## src/rtl/m6502_intc_pkg.sv

```systemverilog
// Shared constants for the 6502 interrupt controller: source count,
// register offsets, reset values and VEC layout.
package m6502_intc_pkg;

  localparam int NSRC = 8;

  localparam logic [1:0] OFF_PEND = 2'd0;
  localparam logic [1:0] OFF_MASK = 2'd1;
  localparam logic [1:0] OFF_MODE = 2'd2;
  localparam logic [1:0] OFF_VEC  = 2'd3;

  localparam logic [NSRC-1:0] RST_PEND = '0;
  localparam logic [NSRC-1:0] RST_MASK = '0;
  localparam logic [NSRC-1:0] RST_MODE = '0;

  localparam int VEC_ACT_BIT = 7;

endpackage

```

## src/rtl/m6502_intc_sync.sv

```systemverilog
// Two-flop synchronizer for the peripheral requests plus rising-edge detect
// on the synchronized value.
module m6502_intc_sync
  import m6502_intc_pkg::*;
(
  input  logic            clk,
  input  logic            res_n,
  input  logic [NSRC-1:0] i_src,
  output logic [NSRC-1:0] o_s2,
  output logic [NSRC-1:0] o_rise
);

  logic [NSRC-1:0] r_s1;
  logic [NSRC-1:0] r_s2;
  logic [NSRC-1:0] r_hist;

  always_ff @(posedge clk or negedge res_n) begin
    if (!res_n) begin
      r_s1   <= '0;
      r_s2   <= '0;
      r_hist <= '0;
    end else begin
      r_s1   <= i_src;
      r_s2   <= r_s1;
      r_hist <= r_s2;
    end
  end

  assign o_s2   = r_s2;
  assign o_rise = r_s2 & ~r_hist;

endmodule

```

## src/rtl/m6502_intc.sv

```systemverilog
// Memory-mapped 8-source interrupt controller for a 6502 bus: pending,
// mask and mode registers, priority vector and registered irq_n.
module m6502_intc
  import m6502_intc_pkg::*;
#(
  parameter logic [15:0] BASE_ADDR = 16'hFE00
) (
  input  logic            clk,
  input  logic            res_n,
  input  logic [15:0]     addr,
  input  logic [7:0]      datai,
  input  logic            we_n,
  input  logic [NSRC-1:0] src,
  output logic [7:0]      datao,
  output logic            sel,
  output logic            irq_n
);

  logic [NSRC-1:0] w_s2;
  logic [NSRC-1:0] w_rise;
  logic [15:0]     w_rel;
  logic [1:0]      w_off;
  logic            w_hit;
  logic            w_wr;
  logic [NSRC-1:0] w_clr;
  logic [NSRC-1:0] w_modechg;
  logic [NSRC-1:0] w_pend_edge;
  logic [NSRC-1:0] w_pend_rule;
  logic [NSRC-1:0] w_pend_nxt;
  logic [NSRC-1:0] w_act;
  logic [2:0]      w_idx;
  logic [7:0]      w_vec;

  logic [NSRC-1:0] r_pend;
  logic [NSRC-1:0] r_mask;
  logic [NSRC-1:0] r_mode;
  logic            r_irq_n;

  m6502_intc_sync u_sync (
    .clk    (clk),
    .res_n  (res_n),
    .i_src  (src),
    .o_s2   (w_s2),
    .o_rise (w_rise)
  );

  assign w_rel = addr - BASE_ADDR;
  assign w_off = w_rel[1:0];
  assign w_hit = (w_rel[15:2] == 14'd0);
  assign w_wr  = w_hit && !we_n;
  assign sel   = w_hit && we_n;

  assign w_clr     = (w_wr && w_off == OFF_PEND) ? datai : '0;
  assign w_modechg = (w_wr && w_off == OFF_MODE) ? (datai ^ r_mode) : '0;

  // Rising edge is OR-ed in after the clear so a same-cycle set wins.
  assign w_pend_edge = (r_pend & ~w_clr) | w_rise;
  assign w_pend_rule = (r_mode & w_pend_edge) | (~r_mode & w_s2);
  assign w_pend_nxt  = (w_modechg & r_pend) | (~w_modechg & w_pend_rule);

  always_ff @(posedge clk or negedge res_n) begin
    if (!res_n) begin
      r_pend  <= RST_PEND;
      r_mask  <= RST_MASK;
      r_mode  <= RST_MODE;
      r_irq_n <= 1'b1;
    end else begin
      r_pend  <= w_pend_nxt;
      r_irq_n <= ~|w_act;
      if (w_wr && w_off == OFF_MASK) r_mask <= datai;
      if (w_wr && w_off == OFF_MODE) r_mode <= datai;
    end
  end

  assign w_act = r_pend & r_mask;
  assign irq_n = r_irq_n;

  // Lowest-numbered active source has priority.
  always_comb begin
    w_idx = 3'd0;
    for (int i = NSRC - 1; i >= 0; i--) begin
      if (w_act[i]) w_idx = 3'(i);
    end
  end

  always_comb begin
    w_vec              = 8'h00;
    w_vec[VEC_ACT_BIT] = |w_act;
    w_vec[2:0]         = w_idx;
  end

  always_comb begin
    datao = 8'h00;
    if (sel) begin
      case (w_off)
        OFF_PEND: datao = r_pend;
        OFF_MASK: datao = r_mask;
        OFF_MODE: datao = r_mode;
        default:  datao = w_vec;
      endcase
    end
  end

endmodule
```

## config.mk

```make
export PLATFORM = sky130hd
export DESIGN_NAME = m6502_intc
export DESIGN_NICKNAME = d
export VERILOG_FILES = /design/src/rtl/m6502_intc_pkg.sv /design/src/rtl/m6502_intc_sync.sv /design/src/rtl/m6502_intc.sv
export SDC_FILE = /design/constraint.sdc
export NUM_CORES = 1
export LEC_CHECK = 0
export ABC_AREA = 1
export BUFFER_PORTS_ARGS = -buffer_cell sky130_fd_sc_hd__buf_4
export CORE_AREA = 2 2 77 79
export DETAILED_ROUTE_END_ITERATION = 7
export DIE_AREA = 0 0 79 81
export GPL_ROUTABILITY_DRIVEN = 0
export PLACE_DENSITY = 0.68
export SYNTH_ARGS = -nofsm -noshare
export SYNTH_HDL_FRONTEND = slang
export SYNTH_SLANG_ARGS = --single-unit
export TNS_END_PERCENT = 100
```

## constraint.sdc

```tcl
create_clock -name clk -period 2.1 [get_ports clk]
set_input_delay 0.315 -clock clk [delete_from_list [all_inputs] [get_ports clk]]
set_output_delay 0.315 -clock clk [all_outputs]
set_load 0.05 [all_outputs]
```

* Word-level counts from Yosys, hierarchy flattened *
Index checks and enable logic that the tools add are counted.

operators by class
  $add $sub $neg = 1
  equality and inequality tests = 2
  multiplexer cells = 12
  bitwise logic cells = 15
  reductions and logical operators = 10

operator list
  cell                    number
  $and 8x8->8             7
  $not 8->8               4
  $mux 3                  8
  $mux 8                  3
  $or 8x8->8              3
  $pmux 8 s3              1
  $sub 16x16->16 const B  1
  $logic_not 14->1        1
  $reduce_or 8->1         1
  $xor 8x8->8             1
  $logic_and 1x1->1       5
  $eq 2x1->1 const B      1
  $eq 2x2->1 const B      1
  $logic_not 1->1         2
  $logic_not 2->1         1

storage, ports and cells
  flip-flop bits (word level) = 49
  bits of input ports = 35
  output and inout bits = 10

* Depth between registers and ports, before layout *
  word-level depth = 12
  mapped depth = 12
  mapped depth without buffers = 12

* Hierarchy *
From an unflattened synthesis, not the netlist that was laid out.

second synthesis, totals
  cells, all modules = 316
  area, all modules = 2448.6 um^2

by module, submodules not included
  module           times used  cells each  area an instance (um^2)  sequential area each (um^2)
  m6502_intc       1           276         1767.9                   626.9
  m6502_intc_sync  1           40          680.7                    600.6

* Worst setup path before layout *
No wires, ideal clock.

  path type = input to output
  start point = input addr[9]
  end point = output datao[2]
  arrival = 2384 ps
  required time = 1785 ps
  setup slack = -599 ps
  stages = 9
  path buffers = 0
  cells stage by stage = ha_1 -> inv_1 -> nand2_1 -> nor2_1 -> nand2_1 -> nor2_4 -> and2_4 -> nand2_2 -> a211oi_1

on the way
  longest elaborated chain between the ends = 4

ends and longest elaborated chain
  item                line              source
  start: declaration  m6502_intc.sv:10  input logic [15:0] addr,
  $sub 16x16->16      m6502_intc.sv:47  assign w_rel = addr - BASE_ADDR;
  $logic_not 14->1    m6502_intc.sv:49  assign w_hit = (w_rel[15:2] == 14'd0);
  $logic_and 1x1->1   m6502_intc.sv:51  assign sel = w_hit && we_n;
  $mux 8              m6502_intc.sv:94  if (sel) begin
  end: declaration    m6502_intc.sv:14  output logic [7:0] datao,

Every way passes these cells.

* Worst setup path after layout *
  start point = input addr[9]
  end point = output datao[6]

Same word-level chain as after synthesis.

==> impl_metrics.tcl <==
set metrics [dict create \
    outcome "finished, final reports clean" \
    num_rows 28 \
    ir_drop_uv 401.8 \
    fmax_ghz 0.4962 \
    place_ws_ns 0.03943 \
    p_per_area_mw_per_mm2 570.5 \
    yosys-top-cells-area "dfrtp_1 (50%), nand2_1 (12%), nor2_1 (5.0%)" \
    clock_sinks 49 \
    viasPerCell 4.854 \
    drt_pass1_iterations 4 \
    synth_edf_count 0 \
    slew_headroom_pct 60.29 \
    antenna_left 0 \
    clockBufferDepth 2 \
    die_h_um 81 \
    wirelength_mm 4.706 \
    max-cap-violations 0 \
    async_flop_share_pct 100.0 \
    post_synth_num_cell_types 27 \
    use_met1_pct 19.29 \
    cts_resized 0 \
    finalMaxSlewViolations 0 \
    timing.final.crit_share_pct 95.97 \
    cts_buffers 5 \
    fp.dieArea_sq_mm 0.006399 \
    fp.dieW_um 79 \
    drive_gt1_share_pct 26.11 \
    grt_pass1_vias 1783 \
    overflow 0 \
    ioPinCount 45 \
    met3_usage_pct 3.444 \
    synth_nets 319 \
    setup_ws_ns 0.08465 \
    fin_crit_ns 2.015 \
    critPathKind "input pin to output pin" \
    cts_hold_buf 0 \
    p_leak_uw 0.001460 \
    seq_area_frac_synth_pct 50.75 \
    htree_levels 2 \
    worstPathArrival_ns 1.70 \
    wl_per_cell_um 11.42 \
    io_buffer_count 44 \
    synth_top_area_share_pct 49.66 \
    crit_path_end_kind "output pin" \
    vias 2000 \
    syn_to_final_growth_pct 26.44 \
    yosys_warnings 0 \
    fp.coreArea_sq_mm 0.005675 \
    synthCells 283 \
    holdWs_ns 0.02874 \
    synth_area_per_cell_sq_um 8.546 \
    finalSetupViolations 0 \
    top_usage_layer "met2" \
    tightest_slew_ns 0.5957 \
    cts_setup_buffers 0 \
    ys_seq_elements 49 \
    final_util_pct 53.88 \
    clk_pin_slew_worst_paths_ns 0.08 \
    drc 0 \
    antenna_found_initial 0 \
    post-synth-top-area-cell "dfrtp_1" \
    grt_pass1_wl_mm 7.755 \
    cp_max_fo 8 \
    synth_area_sq_mm 0.002419 \
    start_util_pct 42.61 \
    hpwl_mm 3.447 \
    nets 372 \
    grt_max_degree 50 \
    n_antenna_cell 0 \
    startpoint_type "input pin" \
    drt_iter0_markers 116 \
    clk_latency_ns 0.29 \
    tritoncts "built" \
    skew_ns 0.003895 \
    hold_violations 0 \
    rsz0062_at_grt "no" \
    cp.required_ns 1.78 \
    cts-root-buf "clkbuf_8" \
    use_met2_pct 26.86 \
    hold_class "input pin to asynchronous set/reset pin" \
    grt_usage_pct 15.28 \
    fin_total_pwr_uw 1745 \
    ys.flop_type "dfrtp_1" \
]
==> synth_stat cells, drive strengths merged (4+ instances only) <==
cell	count
nor2	34
a21oi	11
o21bai	8
nor3	8
nand4	4
inv	29
nand2	80
o21ai	22
nand3	8
a21boi	8
a31oi	5
dfrtp	48
xor2	8
==> metrics by stage <==
step | instance area [sq um] | cells | TNS [ns]
4_1_cts | 2998 | 412 | 0
3_3_place_gp | 2897 | 404 | 0
5_1_grt | 3058 | 412 | 0
2_1_floorplan | 2455 | 283 | -0.9387
6_report | 3058 | 412 | 0
3_5_place_dp | 2897 | 404 | 0
==> kinds of logic (layout without fill, tap and decap cells) <==
family / after synthesis / after routing / share of synthesized area, %
simple gates: 135 / 135 / 24.78
compound gates: 56 / 56 / 15.11
flops: 49 / 49 / 50.75
buf+inv: 34 / 88 / 5.949
xor+xnor: 8 / 8 / 2.897
fa+ha+maj: 1 / 1 / 0.5172
==> layout by cell type (no fill, tap or decap), types with 4 or more instances in the layout <==
| cell | instances |
|---|---|
| nand2_1 | 75 |
| dfrtp_1 | 48 |
| buf_4 | 46 |
| nor2_1 | 31 |
| inv_1 | 28 |
| o21ai_0 | 13 |
| a21oi_1 | 11 |
| o21ai_2 | 9 |
| a21boi_0 | 8 |
| xor2_1 | 8 |
| o21bai_1 | 8 |
| nor3_1 | 8 |
| clkbuf_8 | 7 |
| nand3_1 | 6 |
| buf_6 | 5 |
| nand2_2 | 4 |
| a31oi_2 | 4 |
==> where the power goes <==
| group | leakage (uW) | internal, uW | total [uW] | switching [uW] |
|---|---|---|---|---|
| Sequential | 0.000607 | 974 | 989 | 15.6 |
| Combinational | 0.000798 | 74.5 | 166 | 92.0 |
| Clock | 0.0000542 | 298 | 589 | 291 |
==> final timing paths <==
path	start	to	slack [ns]	cells after the start
max	addr[9]	datao[6]	0.08	11
min	res_n	u_sync.o_s2[2]	0.03	1
max reg2reg	r_mode[2]	flop	1.05	4
min reg2reg	u_sync.r_s1[3]	u_sync.o_s2[3]	0.35	0
max in group asynchronous	res_n	r_mode[6]	1.67	1
min in group clk	src[7]	u_sync.r_s1[7]	0.12	1
==> worst max-delay path, stage by stage <==
cell     delay [ns]
buf_4          0.14
ha_4           0.22
inv_1          0.04
nand2_1        0.04
nor2_1         0.07
nand2_1        0.08
nor2_4         0.11
and2_4         0.18
nand2_8        0.09
a31oi_2        0.21
buf_6          0.19
==> cell type report <==
| class | instances | area [sq um] |
|---|---|---|
| Tap cell | 75 | 93.84 |
| Inverter | 29 | 112.6 |
| Clock inverter | 1 | 5.005 |
| Sequential cell | 49 | 1227 |
| Clock buffer | 7 | 96.34 |
| Fill cell | 535 | 2618 |
| Timing Repair Buffer | 51 | 401.6 |
| Multi-Input combinational cell | 200 | 1121 |
==> layer usage <==
layer | vias up | wire, um
met2 | 50 | 2281
met1 | 930 | 2112
met4 | 0 | 30
met5 | - | 0
met3 | 4 | 282
li1 | 1016 | -
No activity file was read; power rests on OpenSTA's default activity.
